--- src/rtl/systolic_pkg.sv ---
// Package for the systolic array operand feeder.
// Contents: FSM state type, the nominal feed latency, and width/latency helpers.
package systolic_pkg;

  typedef enum logic [1:0] {
    IDLE  = 2'd0,
    LOAD  = 2'd1,
    DRAIN = 2'd2,
    DONE  = 2'd3
  } state_t;

  // Array side used when no override is given.
  localparam int DIMENSION_DEF = 4;

  // Edges from start to the last operand leaving the array.
  localparam int FEED_LATENCY  = 3 * DIMENSION_DEF;

  function automatic int feed_latency(input int n);
    return 3 * n;
  endfunction

  // The counter must reach 3N and still have headroom for the DONE cycle.
  function automatic int cnt_width(input int n);
    return $clog2(3 * n + 2);
  endfunction

endpackage

--- src/rtl/systolic_feeder_ctrl_skew.sv ---
// skew_delay_line: reset-clearable shift chain of DEPTH registers.
// Ports: i_clock, i_reset_n (async low), i_d (WIDTH) in, o_q (WIDTH) out.
module skew_delay_line #(
  parameter int DEPTH = 1,
  parameter int WIDTH = 8
) (
  input  logic             i_clock,
  input  logic             i_reset_n,
  input  logic [WIDTH-1:0] i_d,
  output logic [WIDTH-1:0] o_q
);

  logic [DEPTH-1:0][WIDTH-1:0] r_pipe;

  always_ff @(posedge i_clock or negedge i_reset_n) begin
    if (!i_reset_n) begin
      r_pipe <= '0;
    end else begin
      r_pipe[0] <= i_d;
      for (int s = 1; s < DEPTH; s++) r_pipe[s] <= r_pipe[s-1];
    end
  end

  assign o_q = r_pipe[DEPTH-1];

endmodule

--- src/rtl/systolic_feeder_ctrl.sv ---
// systolic_feeder_ctrl: reads N operand columns/rows from memory and feeds them
// into an N x N systolic array with a per-lane skew (lane i delayed i+1 stages).
// Ports:
//   i_clock, i_reset_n (async low), i_start      - control
//   o_busy, o_done, o_array_clear                - status / array control
//   o_rd_en, o_rd_addr[AW]                       - operand memory read
//   i_a_col, i_b_row [N*I_BITS]                  - read data (one cycle latency)
//   o_west, o_north [N*I_BITS]                   - skewed array streams
//   o_op_count[16]                               - only with SYSTOLIC_FEEDER_OPCNT_EN
module systolic_feeder_ctrl
  import systolic_pkg::*;
#(
  parameter int DIMENSION = 4,
  parameter int I_BITS    = 8,
  parameter int AW        = $clog2(DIMENSION)
) (
  input  logic                        i_clock,
  input  logic                        i_reset_n,
  input  logic                        i_start,
  output logic                        o_busy,
  output logic                        o_done,
  output logic                        o_rd_en,
  output logic [AW-1:0]               o_rd_addr,
  input  logic [DIMENSION*I_BITS-1:0] i_a_col,
  input  logic [DIMENSION*I_BITS-1:0] i_b_row,
  output logic [DIMENSION*I_BITS-1:0] o_west,
  output logic [DIMENSION*I_BITS-1:0] o_north,
  output logic                        o_array_clear
`ifdef SYSTOLIC_FEEDER_OPCNT_EN
  ,
  output logic [15:0]                 o_op_count
`endif
);

  localparam int CW = cnt_width(DIMENSION);
  localparam logic [CW-1:0] LOAD_END  = CW'(DIMENSION - 1);
  localparam logic [CW-1:0] DRAIN_END = CW'(feed_latency(DIMENSION) - 1);

  state_t          r_state;
  logic [CW-1:0]   r_cnt;     // edges since start
  logic            r_busy, r_done, r_rd_en, r_clear, r_rd_en_d;
  logic [AW-1:0]   r_rd_addr;

  // Outputs are computed for the cycle being entered, so every one is a flop.
  always_ff @(posedge i_clock or negedge i_reset_n) begin
    if (!i_reset_n) begin
      r_state   <= IDLE;
      r_cnt     <= '0;
      r_busy    <= 1'b0;
      r_done    <= 1'b0;
      r_rd_en   <= 1'b0;
      r_clear   <= 1'b0;
      r_rd_addr <= '0;
    end else begin
      r_done  <= 1'b0;
      r_rd_en <= 1'b0;
      r_clear <= 1'b0;
      r_cnt   <= r_cnt + 1'b1;
      case (r_state)
        IDLE, DONE: begin
          if (i_start) begin
            r_state   <= LOAD;
            r_cnt     <= '0;
            r_busy    <= 1'b1;
            r_rd_en   <= 1'b1;
            r_clear   <= 1'b1;
            r_rd_addr <= '0;
          end else begin
            r_state <= IDLE;
            r_cnt   <= '0;
            r_busy  <= 1'b0;
          end
        end
        LOAD: begin
          if (r_cnt == LOAD_END) begin
            r_state   <= DRAIN;
            r_rd_addr <= '0;
          end else begin
            r_rd_en   <= 1'b1;
            r_rd_addr <= r_rd_addr + 1'b1;
          end
        end
        DRAIN: begin
          if (r_cnt == DRAIN_END) begin
            r_state <= DONE;
            r_done  <= 1'b1;
          end
        end
        default: r_state <= IDLE;
      endcase
    end
  end

  // Read data arrives one cycle after the strobe; this qualifies it.
  always_ff @(posedge i_clock or negedge i_reset_n) begin
    if (!i_reset_n) r_rd_en_d <= 1'b0;
    else            r_rd_en_d <= r_rd_en;
  end

  assign o_busy        = r_busy;
  assign o_done        = r_done;
  assign o_rd_en       = r_rd_en;
  assign o_rd_addr     = r_rd_addr;
  assign o_array_clear = r_clear;

  for (genvar g = 0; g < DIMENSION; g++) begin : g_lane
    logic [I_BITS-1:0] w_a, w_b;
    assign w_a = r_rd_en_d ? i_a_col[g*I_BITS +: I_BITS] : '0;
    assign w_b = r_rd_en_d ? i_b_row[g*I_BITS +: I_BITS] : '0;

    skew_delay_line #(.DEPTH(g + 1), .WIDTH(I_BITS)) u_west (
      .i_clock  (i_clock),
      .i_reset_n(i_reset_n),
      .i_d      (w_a),
      .o_q      (o_west[g*I_BITS +: I_BITS])
    );
    skew_delay_line #(.DEPTH(g + 1), .WIDTH(I_BITS)) u_north (
      .i_clock  (i_clock),
      .i_reset_n(i_reset_n),
      .i_d      (w_b),
      .o_q      (o_north[g*I_BITS +: I_BITS])
    );
  end

`ifdef SYSTOLIC_FEEDER_OPCNT_EN
  logic [15:0] r_op_count;
  always_ff @(posedge i_clock or negedge i_reset_n) begin
    if (!i_reset_n)  r_op_count <= '0;
    else if (r_done) r_op_count <= r_op_count + 1'b1;
  end
  assign o_op_count = r_op_count;
`endif

endmodule
--- config.mk ---
export PLATFORM = sky130hd
export DESIGN_NAME = systolic_feeder_ctrl
export DESIGN_NICKNAME = d
export VERILOG_FILES = /design/src/rtl/systolic_pkg.sv /design/src/rtl/systolic_feeder_ctrl_skew.sv /design/src/rtl/systolic_feeder_ctrl.sv
export SDC_FILE = /design/constraint.sdc
export NUM_CORES = 1
export LEC_CHECK = 0
export ABC_AREA = 1
export CAP_MARGIN = 20
export CORE_UTILIZATION = 40
export CTS_BUF_LIST = sky130_fd_sc_hd__clkbuf_8
export CTS_CLUSTER_SIZE = 24
export DETAILED_ROUTE_END_ITERATION = 16
export GPL_TIMING_DRIVEN = 0
export HOLD_SLACK_MARGIN = 0.05
export PLACE_DENSITY = 0.74
export SLEW_MARGIN = 30
export SYNTH_ARGS = -nofsm -noshare
export SYNTH_HDL_FRONTEND = slang
export SYNTH_SLANG_ARGS = --single-unit
--- constraint.sdc ---
create_clock -name i_clock -period 1.7 [get_ports i_clock]
set_input_delay 0.51 -clock i_clock [delete_from_list [all_inputs] [get_ports i_clock]]
set_output_delay 0.51 -clock i_clock [all_outputs]
set_load 0.02 [all_outputs]
==> metrics.txt, run 1 <==
Critical Path Fanout Max 1; CTS root buffer clkbuf_8; Yosys cell types 16; commonest register cell after synthesis dfrtp_1; Area Growth Syn to Fin 33.8%; Max clock buf depth 2; synth top area cells dfrtp_1, buf_4, nand2_1; I/O Buffers 136; DR pass1 iterations 5; CTS tree done; status finished clean; worst hold start g_lane[3].u_west.r_pipe[9]; cell area after layout 7300 um2; Worst VDD drop 0.980 mV; Post-Synthesis Cells 407; wirelength, routed 8680 um; Worst EP arrival 1.12 ns; chip height 119 um; synthesized area 5450 um2; Avg Synthesized Cell Area 13.4 um2; Synth Area in Adders 0.688%; CP Launch Type flop; period utilisation layout 96.1%; vias in the first global route 3209; Wirelength per Cell 11.5 um; Worst Setup End Kind primary output; Worst Hold Class reg2reg; Async S/R FF share, synth 100%; routed via count 3045; LEAKAGE 4.28 nW; Skew-Pair Late Insertion Delay 0.44 ns; instance area at placement 7100 um2; Largest stage delay, worst path 0.37 ns; crit path from g_lane[0].u_north.o_q[6]; clock sinks 173; Site Rows 42; total gr overflow 0; ratio of cells with drive above 1 in the final layout 25.5%; Reg-to-Reg Start r_state[0]; Core ar. 13300 um2; antenna violations before repair 0; non-filler instance count after layout 756; Critical Path RT 1.19 ns; synth warn 0; slowest CP cell dfrtp_1; global-route wire length before repair 14700 um; Synth Area in Compound Gates 0.184%; Diodes inserted 0; Slew @ Worst Pin 0.449 ns; Final setup viols 0; critical path, cell by cell dlygate4sd2_1; Final Hold Fails 0; count leader, synth dfrtp_1; Clock Skew 0.00869 ns; htree depth 4; Reg clk slew, reported paths 0.09 ns; Die Area 14100 um2; post-synthesis xor/xnor area fraction 0.161%; minimum clock period 1.63 ns; Initial Util 41.0%; placed cells 721; GPL Wtd Cong 0.706; post-synthesis mux area share 0%; largest family of logic cells by synthesized area buffers and inverters; DP HPWL 5850 um; PwrDens 1510 nW/um2; CP delay by family, top flip-flops; Die X 119 um; Detail Route Antenna Nets 0; f_max 612 MHz; Final #Nets 637; Syn Nets 477; RSZ-0062 raised after global routing no; simple-gate portion of the synthesized area 7.32%; Final Max Tran Viols 0; vias per std cell 4.03; slew margin rel. 70.1%; Post-synth top cells dfrtp_1, nand2_1, inv_1; I/O pins 137; register area share after synthesis 79.4%; # Max-Cap Violations 0; largest net degree at the start of global routing 93; iteration-0 DRC count of the detailed router 192; total track usage 13.9%; Setup CP Type reg2out; Crit path buffers/inverters 1; Post-synth EDFFs 0; Num CTS Buffers 17; Yosys top cell area share 79.4%; #FFs+latches synth 173; area leader, netlist dfrtp_1; drc violations 0
timing repair:
item,in CTS,in global routing
setup buffers,0,2
hold endpoints to repair,2,0
resized for setup,218,14
setup endpoints to repair,70,16
hold buffers,1,0
cell usage in the layout, fill, tap and decap left out, types with 5 or more instances in the layout:
master           netlist  final
buf_2                  7     54
buf_4                 48     51
clkbuf_8               0     18
clkdlybuf4s15_1        0     12
clkdlybuf4s50_1        0     65
dfrtp_1              173    173
dlygate4sd2_1          0      6
inv_1                 72     72
inv_6                  0      6
nand2_1               80     80
nand3_1                5      5
nor2_1                 9      9
routing by layer:
metal	GRT usage (%)	share of wire, %
met5	0	0
met4	6.17	1.8
met3	6.47	8.2
met2	22.7	50
met1	15.7	40
logic make-up after synthesis:
group	after synthesis
DFF	173
buffers and inverters	128
and+or+nand+nor	100
adders and majority gates	3
AOI/OAI and AO/OA	2
xor gates and xnor gates	1
worst register-to-register path, stage by stage, from the launching register on:
cell	delay (ns)
dfrtp_1	0.39
inv_1	0.06
ha_1	0.43
nand2_2	0.16
nand2_2	0.12
nand2_1	0.06
nand2_1	0.07
nor2_1	0.05
worst paths after layout:
| check | depth (start not counted) | endpoint | slack, ns |
|---|---|---|---|
| setup / recovery | 1 | o_north[6] | 0.07 |
| hold / removal | 0 | g_lane[3].u_west.r_pipe[17] | 0.34 |
| setup reg to reg | 7 | o_rd_addr[0] | 0.28 |
| hold reg to reg | 0 | g_lane[3].u_west.r_pipe[17] | 0.34 |
| max in group asynchronous | 4 | g_lane[2].u_north.r_pipe[15] | 0.30 |
| min in group asynchronous | 2 | g_lane[3].u_west.o_q[6] | 0.43 |
sequential cells by signal, indices dropped and copies added, names as in the netlist:
signal                 flops
o_array_clear              1
r_cnt                      4
g_lane.u_north.o_q        32
r_rd_en_d                  1
g_lane.u_west.r_pipe      48
o_busy                     1
g_lane.u_west.o_q         32
o_rd_en                    1
o_rd_addr                  2
g_lane.u_north.r_pipe     48
o_done                     1
r_state                    2
metrics by stage:
stage                     TNS (ns)  utilization, %  hold slack, ns  power [mW]  setup slack, ns
after floorplan                  0               -           0.214        7.12            0.474
after global placement    -1094.30            52.9           0.331        8.37            -6.34
after detailed placement         0            53.4           0.289        8.51            0.172
after CTS                        0            54.7           0.351        11.2          0.00802
after global routing             0            54.9           0.356        11.8         0.000960
final                            0            54.9           0.345        11.1           0.0663
power breakdown:
part	leakage (nW)	internal [mW]	switching, mW	total [mW]
Combinational	1.76	1.13	1.54	2.68
Sequential	2.30	5.09	0.290	5.38
Clock	0.217	1.53	1.47	2.99
final cells by class:
cell class / instances / area, um2
Fill cell: 1112 / 6000
Tap cell: 176 / 220
Timing Repair Buffer: 141 / 1190
Sequential cell: 173 / 4330
Inverter: 73 / 274
Clock inverter: 14 / 180
Clock buffer: 18 / 248
Buffer: 55 / 395
Multi-Input combinational cell: 106 / 455
No activity file was read; power rests on OpenSTA's default activity.
==> inputs of run 2 (changes only) <==
Settings changed: SLEW_MARGIN 30 to 25.
==> metrics.txt, run 2 (synthesis results as in run 1) <==
f_max 613 MHz (+0.20%); drc violations 0 (unchanged); slowest CP cell dfrtp_1; Worst EP arrival 1.12 ns (about the same); Area Growth Syn to Fin 32.5%; LEAKAGE 4.26 nW (-0.32%); wirelength, routed 8460 um (-2.5%); Worst VDD drop 0.948 mV (-3.3%); Clock Skew 0.00769 ns (-0.000996 ns); slew margin rel. 55.1% (-15 points); Detail Route Antenna Nets 0 (unchanged); Wirelength per Cell 11.2 um (-2.1%); Die X 119 um (unchanged); chip height 119 um (unchanged); Core ar. 13300 um2 (unchanged); I/O Buffers 136 (unchanged); GPL Wtd Cong 0.706 (unchanged); Max clock buf depth 2 (unchanged); Largest regs g_lane.u_north.r_pipe x48, g_lane.u_west.r_pipe x48; DP HPWL 5840 um (-0.28%); # Max-Cap Violations 0 (unchanged); iteration-0 DRC count of the detailed router 145 (-24%); fill count 1116 (+0.36%); minimum clock period 1.63 ns (-0.00322 ns); WHS 0.0855 ns (-0.259 ns); Worst Setup End Kind primary output; vias per std cell 4.03 (about the same); clock sinks 173 (unchanged); period utilisation layout 95.9% (-0.19 points); I/O pins 137 (unchanged); total gr overflow 0 (unchanged); Diodes inserted 0 (unchanged); CP delay by family, top flip-flops; global-route wire length before repair 14200 um (-3.8%); CTS root buffer clkbuf_8; Die Area 14100 um2 (unchanged); Slew @ Worst Pin 0.673 ns (+0.225 ns); Initial Util 41.0% (unchanged); total track usage 13.4% (-0.55 points); vias in the first global route 3130 (-2.5%); Final Max Tran Viols 0 (unchanged); PwrDens 1490 nW/um2 (-1.5%); RSZ-0062 raised after global routing no; Crit path buffers/inverters 1 (unchanged); largest net degree at the start of global routing 95 (+2.2%); status finished clean; Critical Path Fanout Max 1 (unchanged); DR pass1 iterations 4 (-1); Num CTS Buffers 17 (unchanged); setup total negative slack 0 ns (unchanged); CTS tree done; routed via count 3034 (-0.36%); Final #Nets 635 (-0.31%); Reg clk slew, reported paths 0.08 ns (about the same); Setup CP Type reg2out; CP Launch Type flop; Final setup viols 0 (unchanged); ratio of cells with drive above 1 in the final layout 24.8% (-0.73 points); Worst Hold Class in2async; leading cell type in the layout, fill and taps excluded dfrtp_1; critical path, cell by cell dlygate4sd2_1; Skew-Pair Late Insertion Delay 0.44 ns (about the same); most frequent cells in the layout dfrtp_1, nand2_1, inv_1; antenna violations before repair 0 (unchanged); Final Hold Fails 0 (unchanged); htree depth 4 (unchanged); Critical Path RT 1.19 ns (about the same); Largest stage delay, worst path 0.37 ns (about the same); hold-fix buffer count after cts 0 (-1); Site Rows 42 (unchanged)
run 2: changes by cell type in the layout (fill, tap and decap cells not counted), moves of 2 or more:
cell / previous run / this run
clkdlybuf4s15_1: 12 / 8
inv_1: 72 / 74
dlygate4sd2_1: 6 / 11
clkbuf_8: 18 / 20
clkinv_4: 1 / 4
inv_6: 6 / 0
run 2: what timing repair did:
item / 4_1_cts / 5_1_grt
resized for setup: 215 / 11
setup buffers: 0 / 2
setup endpoints to repair: 70 / 12
gates cloned: 0 / 0
run 2: metal layers:
metal | track usage, % | up-vias | share of wire (%)
li1 | - | 1436 | -
met1 | 15.0 | 1471 | 39
met2 | 21.9 | 115 | 51
met3 | 6.61 | 12 | 8.6
met4 | 5.14 | 0 | 1.3
met5 | 0 | - | 0
run 2: layout make-up:
class                   count  area (um2)  area share, %
flip-flops and latches    173        4330           59.9
repair buffers            139        1150           16.0
multi-input cells         106         455           6.30
plain buffers              55         395           5.47
clock buffers              20         275           3.81
inverters                  73         274           3.79
well taps                 176         220           3.05
clock inverters            11         120           1.66
run 2: report_power, final:
| group | internal (mW) | switching, mW |
|---|---|---|
| Combinational | 1.12 | 1.54 |
| Clock | 1.41 | 1.33 |
| Sequential | 5.09 | 0.285 |
run 2: final timing paths:
check | startpoint | to | cells past startpoint | slack [ns]
worst min register to register | g_lane[3].u_north.r_pipe[14] | g_lane[3].u_north.r_pipe[22] | 0 | 0.34
worst min-delay path | i_reset_n | g_lane[3].u_north.o_q[3] | 1 | 0.09
worst max-delay path | g_lane[0].u_north.o_q[3] | o_north[3] | 1 | 0.07
worst max register to register | r_state[0] | r_state[0] | 6 | 0.27
max in group asynchronous | i_reset_n | g_lane[1].u_north.r_pipe[4] | 2 | 0.81
min in group i_clock | g_lane[3].u_north.r_pipe[14] | g_lane[3].u_north.r_pipe[22] | 0 | 0.34
run 2: per-stage QoR:
stage | cells | cell area [um2] | utilization, % | power, mW | worst slack [ns]
2_1_floorplan | 407 | 5450 | - | 7.12 | 0.474
3_3_place_gp | 719 | 7040 | 52.9 | 8.37 | -6.34
3_5_place_dp | 720 | 7070 | 53.2 | 8.50 | 0.171
4_1_cts | 751 | 7210 | 54.2 | 10.9 | 0.00121
5_1_grt | 753 | 7220 | 54.3 | 11.4 | 0.000642
6_report | 753 | 7220 | 54.3 | 10.8 | 0.0696
==> inputs of run 3 (changes only) <==
Settings changed: SETUP_SLACK_MARGIN from default to 0.02.
==> metrics.txt, run 3 (synthesis results as in run 1) <==
status finished clean; Core ar. 13300 um2 (unchanged); Final Hold Fails 0 (unchanged); I/O Buffers 136 (unchanged); Largest stage delay, worst path 0.38 ns (about the same); Final #Nets 635 (unchanged); I/O pins 137 (unchanged); Initial Util 41.0% (unchanged); chip height 119 um (unchanged); Worst Hold Class in2async; Site Rows 42 (unchanged); clock sinks 173 (unchanged); vias per std cell 4.03 (about the same); total track usage 13.4% (+0.021 points); worst reg-to-reg setup slack 0.27 ns (about the same); setup ws final 0.0914 ns (+0.0218 ns); slew margin rel. 55.0% (-0.083 points); Tot Pwr 10.8 mW (about the same); Slew @ Worst Pin 0.674 ns (+0.00124 ns); non-filler instance count after layout 753 (unchanged); RSZ-0062 raised after global routing yes; Clock Skew 0.00741 ns (-0.000280 ns); wirelength, routed 8450 um (-0.15%); CTS tree done; Wirelength per Cell 11.2 um (-0.15%); Final Max Tran Viols 0 (unchanged); Area Growth Syn to Fin 32.3%; routed via count 3032 (-0.066%); Critical Path RT 1.19 ns (about the same); Reg-to-Reg Start r_state[0]; pre-CTS WS 0.171 ns (unchanged); Skew-Pair Late Insertion Delay 0.43 ns (about the same); # Max-Cap Violations 0 (unchanged); DR pass1 iterations 4 (unchanged); Crit path buffers/inverters 1 (unchanged); Diodes inserted 0 (unchanged); drc violations 0 (unchanged); htree depth 4 (unchanged); Critical Path Fanout Max 1 (unchanged); largest net degree at the start of global routing 95 (unchanged); antenna violations before repair 0 (unchanged); CTS root buffer clkbuf_8; Worst Setup End Kind primary output; CP Launch Type flop; slowest CP cell dfrtp_1; most frequent cells in the layout dfrtp_1, nand2_1, inv_1; GPL Wtd Cong 0.706 (unchanged); Worst VDD drop 1.02 mV (+7.7%); LEAKAGE 4.24 nW (-0.63%); period utilisation layout 94.6% (-1.3 points); Die X 119 um (unchanged); Reg clk slew, reported paths 0.08 ns (about the same); critical path, cell by cell clkdlybuf4s15_1; ratio of cells with drive above 1 in the final layout 25.3% (+0.52 points); vias in the first global route 3143 (+0.42%); Num CTS Buffers 17 (unchanged); total gr overflow 0 (unchanged); Largest regs g_lane.u_north.r_pipe x48, g_lane.u_west.r_pipe x48; minimum clock period 1.61 ns (-0.0218 ns); reg-to-reg endpoint o_rd_addr[0]; Setup CP Type reg2out; f_max 622 MHz (+1.4%); fill count 1112 (-0.36%); worst reg-to-reg path cell count 7 (+1); Detail Route Antenna Nets 0 (unchanged); global-route wire length before repair 14200 um (+0.20%); leading cell type in the layout, fill and taps excluded dfrtp_1; Worst EP arrival 1.10 ns (-0.02 ns); CP delay by family, top flip-flops; PwrDens 1490 nW/um2 (about the same); iteration-0 DRC count of the detailed router 176 (+21%); placed cells 720 (unchanged); Die Area 14100 um2 (unchanged); Max clock buf depth 2 (unchanged); DP HPWL 5840 um (unchanged); Final setup viols 0 (unchanged)
[run 3: cell count changes in the layout (fill, tap and decap cells not counted), sizes merged]
cell	before	now
clkdlybuf4s15	10	16
dlygate4sd2	11	1
buf	107	108
clkbuf	21	24
[run 3: worst reg2reg max path, delay by kind of cell, from the launching register on]
kind                       cells  cell delay [ns]
and+or+nand+nor                5             0.47
buffers and inverters          1             0.06
DFF                            1             0.39
adders and majority gates      1             0.44
[run 3: stage by stage]
| step | TNS, ns | utilization [%] | hold WS, ns | instance area [um2] |
|---|---|---|---|---|
| after floorplan | 0 | - | 0.214 | 5450 |
| after global placement | -1094.30 | 52.9 | 0.331 | 7040 |
| after detailed placement | 0 | 53.2 | 0.335 | 7070 |
| after CTS | 0 | 54.3 | 0.0818 | 7210 |
| after global routing | 0 | 54.3 | 0.112 | 7220 |
| final | 0 | 54.3 | 0.0948 | 7220 |
[run 3: layer usage]
metal | vias to the layer above | part of all wire [%] | global-route usage (%) | wire (um)
li1 | 1436 | - | - | -
met1 | 1477 | 39 | 14.9 | 3310
met2 | 111 | 51 | 22.0 | 4330
met3 | 8 | 8.5 | 6.66 | 717
met4 | 0 | 1.1 | 5.14 | 89
met5 | - | 0 | 0 | 0
[run 3: report_power, final]
| part | leakage (nW) | internal, mW | switching [mW] |
|---|---|---|---|
| Sequential | 2.30 | 5.09 | 0.291 |
| Clock | 0.207 | 1.41 | 1.32 |
| Combinational | 1.73 | 1.12 | 1.54 |
[run 3: worst max-delay path by stage]
stage	start	to	slack [ns]	depth (start not counted)
6_report	g_lane[0].u_north.o_q[5]	o_north[5]	0.09	1
5_1_grt	g_lane[0].u_north.o_q[1]	o_north[1]	0.007	1
4_1_cts	g_lane[0].u_north.o_q[4]	o_north[4]	0.02	1
3_5_place_dp	g_lane[2].u_north.o_q[1]	o_north[17]	0.17	2
3_3_place_gp	i_reset_n	g_lane[0].u_west.o_q[1]	-6.34	1
2_1_floorplan	r_state[0]	r_state[0]	0.47	6
[run 3: what timing repair did]
item	in CTS	in global routing
buffers inserted	1	1
endpoints found under the setup margin	70	19
hold buffers	0	0
gates resized for setup	219	21
pin swaps	0	0
[run 3: layout make-up]
| cell class | instances | area, um2 | share of cell area (%) |
|---|---|---|---|
| Buffer | 55 | 395 | 5.48 |
| Clock buffer | 20 | 275 | 3.81 |
| Clock inverter | 11 | 120 | 1.66 |
| Inverter | 73 | 274 | 3.80 |
| Multi-Input combinational cell | 106 | 455 | 6.31 |
| Sequential cell | 173 | 4330 | 60.0 |
| Tap cell | 176 | 220 | 3.05 |
| Timing Repair Buffer | 139 | 1150 | 15.9 |
